**src/rtl/hazard_stall_ctrl.sv**
```systemverilog
// rtl/hazard_stall_ctrl.sv - RAW hazard stall / branch flush controller for a 5-stage MIPS pipe
// Optional macro FORWARD_EN: with forwarding present, only load-use hazards stall.
module hazard_stall_ctrl (
    input  logic        clk_i,
    input  logic        rst_i,
    input  logic        instr_valid_i,
    input  logic [31:0] instr_i,
    input  logic        branch_taken_i,
    output logic        pc_write_o,
    output logic        ifid_write_o,
    output logic        idex_bubble_o,
    output logic        ifid_flush_o,
    output logic        hazard_o,
    output logic [1:0]  stall_cnt_o,
    output logic [15:0] stall_total_o
);

    typedef enum logic {RUN, STALL} state_t;

    state_t      state;
    logic [1:0]  cnt;
    logic [15:0] total;
    logic [4:0]  ex_dst, mem_dst;
    logic        ex_we, mem_we;
`ifdef FORWARD_EN
    logic        ex_load;
`endif

    logic [5:0]  opcode;
    logic [4:0]  rs, rt, rd;
    logic        use_rs, use_rt, dec_we, dec_load;
    logic [4:0]  dec_dst;
    logic        ex_hit, mem_hit;
    logic [1:0]  depth;
    logic        run_hazard, stall, issue;
    logic        unused_bits;

    assign opcode = instr_i[31:26];
    assign rs     = instr_i[25:21];
    assign rt     = instr_i[20:16];
    assign rd     = instr_i[15:11];

    always_comb begin
        use_rs   = 1'b0;
        use_rt   = 1'b0;
        dec_dst  = 5'd0;
        dec_we   = 1'b0;
        dec_load = 1'b0;
        case (opcode)
            6'd0:         begin use_rs = 1'b1; use_rt = 1'b1; dec_dst = rd; dec_we = 1'b1; end
            6'd35:        begin use_rs = 1'b1; dec_dst = rt; dec_we = 1'b1; dec_load = 1'b1; end
            6'd8, 6'd10:  begin use_rs = 1'b1; dec_dst = rt; dec_we = 1'b1; end
            6'd43, 6'd4,
            6'd5:         begin use_rs = 1'b1; use_rt = 1'b1; end
            default:      ;
        endcase
        // $0 is hardwired to zero, so a write to it is never a producer
        if (dec_dst == 5'd0)
            dec_we = 1'b0;
    end

    assign ex_hit  = ex_we  && ((use_rs && rs != 5'd0 && rs == ex_dst)
                             || (use_rt && rt != 5'd0 && rt == ex_dst));
    assign mem_hit = mem_we && ((use_rs && rs != 5'd0 && rs == mem_dst)
                             || (use_rt && rt != 5'd0 && rt == mem_dst));

`ifdef FORWARD_EN
    assign depth       = (ex_hit && ex_load) ? 2'd1 : 2'd0;
    assign unused_bits = ^{instr_i[10:0], mem_hit, dec_load};
`else
    assign depth       = ex_hit ? 2'd2 : (mem_hit ? 2'd1 : 2'd0);
    assign unused_bits = ^{instr_i[10:0], dec_load};
`endif

    assign run_hazard = (state == RUN) && instr_valid_i && (depth != 2'd0);
    assign stall      = !branch_taken_i && ((state == STALL) || run_hazard);
    assign issue      = instr_valid_i && !stall && !branch_taken_i;
    assign hazard_o   = !rst_i && !branch_taken_i && run_hazard;

    always_comb begin
        pc_write_o    = 1'b1;
        ifid_write_o  = 1'b1;
        idex_bubble_o = 1'b0;
        ifid_flush_o  = 1'b0;
        if (rst_i) begin
            pc_write_o    = 1'b0;
            ifid_write_o  = 1'b0;
            idex_bubble_o = 1'b1;
        end else if (branch_taken_i) begin
            ifid_write_o  = 1'b0;
            idex_bubble_o = 1'b1;
            ifid_flush_o  = 1'b1;
        end else if (stall) begin
            pc_write_o    = 1'b0;
            ifid_write_o  = 1'b0;
            idex_bubble_o = 1'b1;
        end
    end

    always_ff @(posedge clk_i) begin
        if (rst_i) begin
            state   <= RUN;
            cnt     <= 2'd0;
            total   <= 16'd0;
            ex_dst  <= 5'd0;
            ex_we   <= 1'b0;
            mem_dst <= 5'd0;
            mem_we  <= 1'b0;
`ifdef FORWARD_EN
            ex_load <= 1'b0;
`endif
        end else begin
            mem_dst <= ex_dst;
            mem_we  <= ex_we;
            ex_dst  <= issue ? dec_dst : 5'd0;
            ex_we   <= issue && dec_we;
`ifdef FORWARD_EN
            ex_load <= issue && dec_load;
`endif
            if (stall && total != 16'hFFFF)
                total <= total + 16'd1;
            // Flush outranks any stall bookkeeping
            if (branch_taken_i) begin
                state <= RUN;
                cnt   <= 2'd0;
            end else if (state == STALL) begin
                if (cnt == 2'd1) begin
                    state <= RUN;
                    cnt   <= 2'd0;
                end else begin
                    cnt <= cnt - 2'd1;
                end
            end else if (run_hazard && depth == 2'd2) begin
                state <= STALL;
                cnt   <= 2'd1;
            end
        end
    end

    assign stall_cnt_o   = cnt;
    assign stall_total_o = total;

endmodule

```
**config.mk**
```make
export PLATFORM = sky130hd
export DESIGN_NAME = hazard_stall_ctrl
export DESIGN_NICKNAME = d
export VERILOG_FILES = /design/src/rtl/hazard_stall_ctrl.sv
export SDC_FILE = /design/constraint.sdc
export NUM_CORES = 1
export LEC_CHECK = 0
export CAP_MARGIN = 25
export CELL_PAD_IN_SITES_DETAIL_PLACEMENT = 0
export CELL_PAD_IN_SITES_GLOBAL_PLACEMENT = 1
export CORE_MARGIN = 2
export CORE_UTILIZATION = 29
export CTS_CLUSTER_SIZE = 20
export DETAILED_ROUTE_END_ITERATION = 10
export PLACE_DENSITY_LB_ADDON = 0.2
export SYNTH_ARGS = -nofsm -noshare
export SYNTH_HDL_FRONTEND = slang
export SYNTH_SLANG_ARGS = --single-unit
```
**constraint.sdc**
```tcl
create_clock -name clk_i -period 3.36 [get_ports clk_i]
set_input_delay 0.84 -clock clk_i [delete_from_list [all_inputs] [get_ports clk_i]]
set_output_delay 0.84 -clock clk_i [all_outputs]
set_load 0.01 [all_outputs]
```
# Word level (Yosys, flattened, before mapping)
# Index checks and enable logic that the tools add are counted.
[op_classes] mux=23 addsub=2 n_eq_ne=13 reduce_logical=36 bitwise=2
[op_table] op="$eq 5x5->1" count=4
[op_table] op="$logic_and 1x1->1" count=18
[op_table] op="$mux 1" count=18
[op_table] op="$add 16x1->16 const B" count=1
[op_table] op="$ne 16x16->1 const B" count=1
[op_table] op="$eq 6x3->1 const B" count=2
[op_table] op="$eq 6x4->1 const B" count=2
[op_table] op="$eq 6x6->1 const B" count=2
[op_table] op="$pmux 5 s2" count=1
[op_table] op="$reduce_bool 5->1" count=2
[op_table] op="$mux 2" count=4
[op_table] op="$reduce_or 4->1" count=2
[op_table] op="$reduce_or 7->1" count=1
[op_table] op="$logic_not 6->1" count=1
[op_table] op="$logic_not 5->1" count=1
[op_table] op="$reduce_bool 2->1" count=2
[op_table] op="$reduce_or 2->1" count=2
[op_table] op="$logic_not 1->1" count=3
[op_table] op="$logic_or 1x1->1" count=3
[op_table] op="$reduce_or 3->1" count=1
[op_table] op="$eq 2x1->1 const B" count=1
[op_table] op="$eq 2x2->1 const B" count=1
[op_table] op="$not 1->1" count=2
[op_table] op="$sub 2x1->2 const B" count=1
[totals] word_cells=83 ff_bits=31 inputBits=36

# Logic depth before layout (Yosys ltp)
[depth] word_depth=18 ltp_mapped=9

# Least setup slack after synthesis
# Ideal clock, no wire load.
[synth_path] path_kind="input to output" from="input instr_i[21]" to="output pc_write_o" n_path_buf=2 arrival_ns=2.615 cell_stages=9 setup_slack_ns=-0.095 cell_sequence="or4_1 > nor2_1 > a311o_1 > o22ai_2 > a221oi_2 > buf_4 > buf_4 > nor2_1 > nor2_1"
[synth_via] elab_chain_cells=14
[synth_rtl] item="start: declaration" line="7" rtl="input logic [31:0] instr_i,"
[synth_rtl] item="$reduce_bool 5->1" line="62, 64"
[synth_rtl] item="$logic_and 1x1->1" line="62, 64"
[synth_rtl] item="$logic_and 1x1->1" line="64" rtl="assign mem_hit = mem_we && ((use_rs && rs != 5'd0 && rs == mem_dst)"
[synth_rtl] item="$logic_or 1x1->1" line="65" rtl="|| (use_rt && rt != 5'd0 && rt == mem_dst));"
[synth_rtl] item="$logic_and 1x1->1" line="64"
[synth_rtl] item="$mux 1" line="71" rtl="assign depth = ex_hit ? 2'd2 : (mem_hit ? 2'd1 : 2'd0);"
[synth_rtl] item="$mux 2 (*)" line="71"
[synth_rtl] item="$reduce_bool 2->1 (*)" line="75" rtl="assign run_hazard = (state == RUN) && instr_valid_i && (depth != 2'd0);"
[synth_rtl] item="$logic_and 1x1->1 (*)" line="75"
[synth_rtl] item="$logic_or 1x1->1 (*)" line="76" rtl="assign stall = !branch_taken_i && ((state == STALL) || run_hazard);"
[synth_rtl] item="$logic_and 1x1->1 (*)" line="76"
[synth_rtl] item="$mux 1 (*)" line="93" rtl="end else if (stall) begin"
[synth_rtl] item="$mux 1 (*)" line="89" rtl="end else if (branch_taken_i) begin"
[synth_rtl] item="$mux 1 (*)" line="85" rtl="if (rst_i) begin"
[synth_rtl] item="end: declaration" line="9" rtl="output logic pc_write_o,"
# Every way passes the cells marked *; elsewhere a longest branch is shown, timed or not.

# Worst setup path in the final report
[layout_path] from="input instr_i[21]" to="output idex_bubble_o"
[layout_via] elab_chain_cells=14
[layout_rtl] item="$reduce_bool 5->1" line="62, 64"
[layout_rtl] item="$logic_and 1x1->1" line="62, 64"
[layout_rtl] item="$logic_and 1x1->1" line="64"
[layout_rtl] item="$logic_or 1x1->1" line="65"
[layout_rtl] item="$logic_and 1x1->1" line="64"
[layout_rtl] item="$mux 1" line="71"
[layout_rtl] item="$mux 2 (*)" line="71"
[layout_rtl] item="$reduce_bool 2->1 (*)" line="75"
[layout_rtl] item="$logic_and 1x1->1 (*)" line="75"
[layout_rtl] item="$logic_or 1x1->1 (*)" line="76"
[layout_rtl] item="$logic_and 1x1->1 (*)" line="76"
[layout_rtl] item="$mux 1 (*)" line="93"
[layout_rtl] item="$mux 1 (*)" line="89"
[layout_rtl] item="$mux 1 (*)" line="85"
[layout_rtl] item="end: declaration" line="11" rtl="output logic idex_bubble_o,"
# Marks and branches as above.

==> flow_metrics.py <==
metrics = {
    "sta": {
        "fin_hold_ws_ns": 0.464,
        "timing.final.crit_share": 1.01,
        "finalWorstSetupSlack_ns": -0.0307,
        "slew_violations": 0,
        "worst_pin_slew_ns": 0.568,
        "setup_viol": 2,
        "max_freq_mhz": 295,
        "post-route-min-period_ns": 3.39,
        "rsz0062_at_grt": "yes",
        "slew_headroom": 0.616,
        "fin_skew_ns": 0.00778,
        "hold_violations": 0,
    },
    "global_routing": {
        "overflow": 0,
        "grt_max_degree": 32,
        "antenna_found_initial": 0,
        "grt_pass1_vias": 1732,
        "grt_pass1_wl_mm": 8.09,
        "grt_use_total": 0.157,
    },
    "critical_path": {
        "worst-endpoint-arrival_ns": 2.55,
        "crit_required_ns": 2.52,
        "regToRegStartpoint": "stall_total_o[6]",
        "startpoint": "instr_i[21]",
        "rr_worst_depth": 7,
        "critPathKind": "primary input to output port",
        "critPathCaptureType": "output port",
        "r2r_end": "stall_total_o[15]",
        "rrSetupSlack_ns": 0.94,
        "worstPathMaxFanout": 3,
        "cp-start-kind": "primary input",
        "critPathCapture": "idex_bubble_o",
    },
    "cts": {
        "clock_path_buffers": 2,
        "clk_latency_ns": 0.28,
        "cts_inserted_buffers": 5,
        "clkTransAtPathRegs_ns": 0.06,
        "h-tree-depth": 2,
        "root_buffer": "clkbuf_8",
        "cts_tree": "done",
        "cts_sinks": 31,
    },
    "synth": {
        "synth-edff-count": 0,
        "synth_top_area_cell": "dfxtp_1",
        "synth_top_family_by_area": "simple AND/OR/NAND/NOR gates",
        "syn_area_um2": 1750,
        "avgSynthCellArea_um2": 8.34,
        "seq_area_frac_synth": 0.355,
        "synth_compound_area_frac": 0.194,
        "yosys.cell_types.count": 42,
        "synth.ff_latch_count": 31,
        "synthAdderAreaFrac": 0.0143,
        "synth-async-reset-ratio": 0,
        "synth-simple-area-share": 0.286,
        "netlist.area_leader.share": 0.355,
        "syn_inst": 210,
        "synth-main-ff-cell": "dfxtp_1",
        "synthXorXnorAreaFrac": 0.100,
        "synth.net_count": 248,
        "ys_warn_count": 0,
        "muxShareOfSynthArea": 0.00643,
        "synth.area.top_cells": "dfxtp_1, xor2_1, a21oi_1",
    },
    "place": {
        "gp_congestion": 0.823,
        "dp.cells": 344,
        "dp_hpwl_mm": 3.58,
        "io_buffers": 47,
        "dpl_worst_slack_ns": -0.785,
        "dpl_cell_area_um2": 2450,
    },
    "layout": {
        "multi_input_area_um2": 1150,
        "fin_cells": 354,
        "finalInstanceArea_um2": 2640,
        "synthToLayoutAreaGrowth_pct": 50.5,
        "n_fill_cell": 600,
        "seq_area_um2": 621,
        "drive_above_1_share": 0.226,
        "nNetsFinal": 316,
        "antenna_cells": 0,
    },
    "floorplanning": {
        "die_x_um": 81.7,
        "num_rows": 28,
        "dieArea_um2": 6670,
        "core_area_um2": 5890,
        "die_h_um": 81.7,
        "io_pins": 59,
        "start_util": 0.297,
    },
    "power_and_ir_drop": {
        "power_density_nw_per_um2": 324,
        "ir_worst_vdd_uv": 178,
        "p_total_uw": 853,
        "power.leakage_uw": 0.000907,
    },
    "status": {
        "status": "finished, violations left",
        "violations": "negative setup slack",
    },
    "routing": {
        "drtIter0Drc": 63,
        "first_pass_iters": 4,
        "dr_wl_met3_um": 231,
        "wirelength_mm": 4.83,
        "vias": 1753,
        "drc": 0,
        "wl_per_cell_um": 13.6,
        "dr_wl_met2_mm": 2.23,
        "antenna_left": 0,
        "top_layer": "met4",
        "wl_met1_mm": 2.31,
        "viasPerCell": 4.95,
    },
    "flow_run": {
        "max-cap-violations": 0,
    },
    "worst_hold_path": {
        "hold_class": "register to register",
        "min-delay-start": "ex_we",
    },
}
cells in the final DEF (no fill, tap or decap), types with 8 or more instances in the layout:
cell / Yosys / routed
nand3_1: 9 / 8
xor2_1: 12 / 12
dfxtp_1: 31 / 31
buf_4: 2 / 25
or4_1: 12 / 11
o31ai_1: 11 / 11
a21oi_1: 19 / 19
nor2b_1: 8 / 8
nor2_1: 16 / 13
clkdlybuf4s50_1: 0 / 31
nand2_1: 12 / 8
cells in the mapped netlist, drive strengths merged (6+ instances only):
library cell and n:
xor2 12, a21oi 19, or4 12, dfxtp 31, nand2 12, nor2 16, clkbuf 6, o31ai 11
nor2b 8, nand3 9, inv 6, nor3 8, xnor2 8
logic make-up (layout without fill, tap and decap cells):
family                   Yosys count  count (layout)
AO/OA/AOI/OAI                     50              50
XOR/XNOR                          20              20
adder cells (fa/ha/maj)            2               2
buffers and inverters             17              86
flip-flops                        31              31
multiplexers                       1               1
AND/OR/NAND/NOR                   89              89
sequential cells by signal, summed over array words and instances, names as in the netlist:
name           flops
mem_we             1
state              1
stall_cnt_o        2
ex_we              1
stall_total_o     16
ex_dst             5
mem_dst            5
layout make-up:
type,instances,area share
timing repair buffer,72,0.240
inverter,6,0.00855
multi-input combinational,162,0.435
clock buffer,6,0.0313
tap,75,0.0356
sequential,31,0.236
clock inverter,2,0.0133
layer usage:
layer	track usage	vias to the layer above
li1	-	921
met1	0.206	791
met2	0.257	36
met3	0.0330	5
met4	0.0500	0
met5	0	-
worst max-delay path: stages:
cell and delay [ns]:
buf_6 0.09, or4_4 0.52, nor2_2 0.09, a311o_1 0.24
o22ai_4 0.13, nand2_2 0.11, nand2_2 0.06, or3_1 0.33
buf_2 0.14
worst min path at each step:
stage | to | slack, ns | depth (start not counted)
2_1_floorplan | mem_we | 0.43 | 1
3_3_place_gp | mem_we | 0.44 | 1
3_5_place_dp | mem_we | 0.46 | 1
4_1_cts | mem_we | 0.46 | 1
5_1_grt | mem_we | 0.48 | 1
6_report | mem_we | 0.46 | 1
per-stage QoR:
step | utilization | setup TNS (ns)
floorplan | - | -0.0445
global placement | 0.416 | -3.46
detailed placement | 0.416 | -3.67
CTS | 0.440 | -0.0202
global route | 0.448 | -0.360
finish | 0.448 | -0.0611
report_power, final:
| part | switching, uW | internal [uW] | leakage, uW |
|---|---|---|---|
| registers | 0.409 | 368 | 0.000250 |
| logic | 46.5 | 54.3 | 0.000597 |
| clock network | 144 | 240 | 0.0000612 |
repair_timing:
item / 4_1_cts / 5_1_grt
setup buffers: 1 / 1
gates cloned: 0 / 0
endpoints found under the setup margin: 4 / 4
pin swaps: 11 / 11
hold buffers: 0 / 0
resized for setup: 49 / 13
Power figures use the tool's default switching activity.
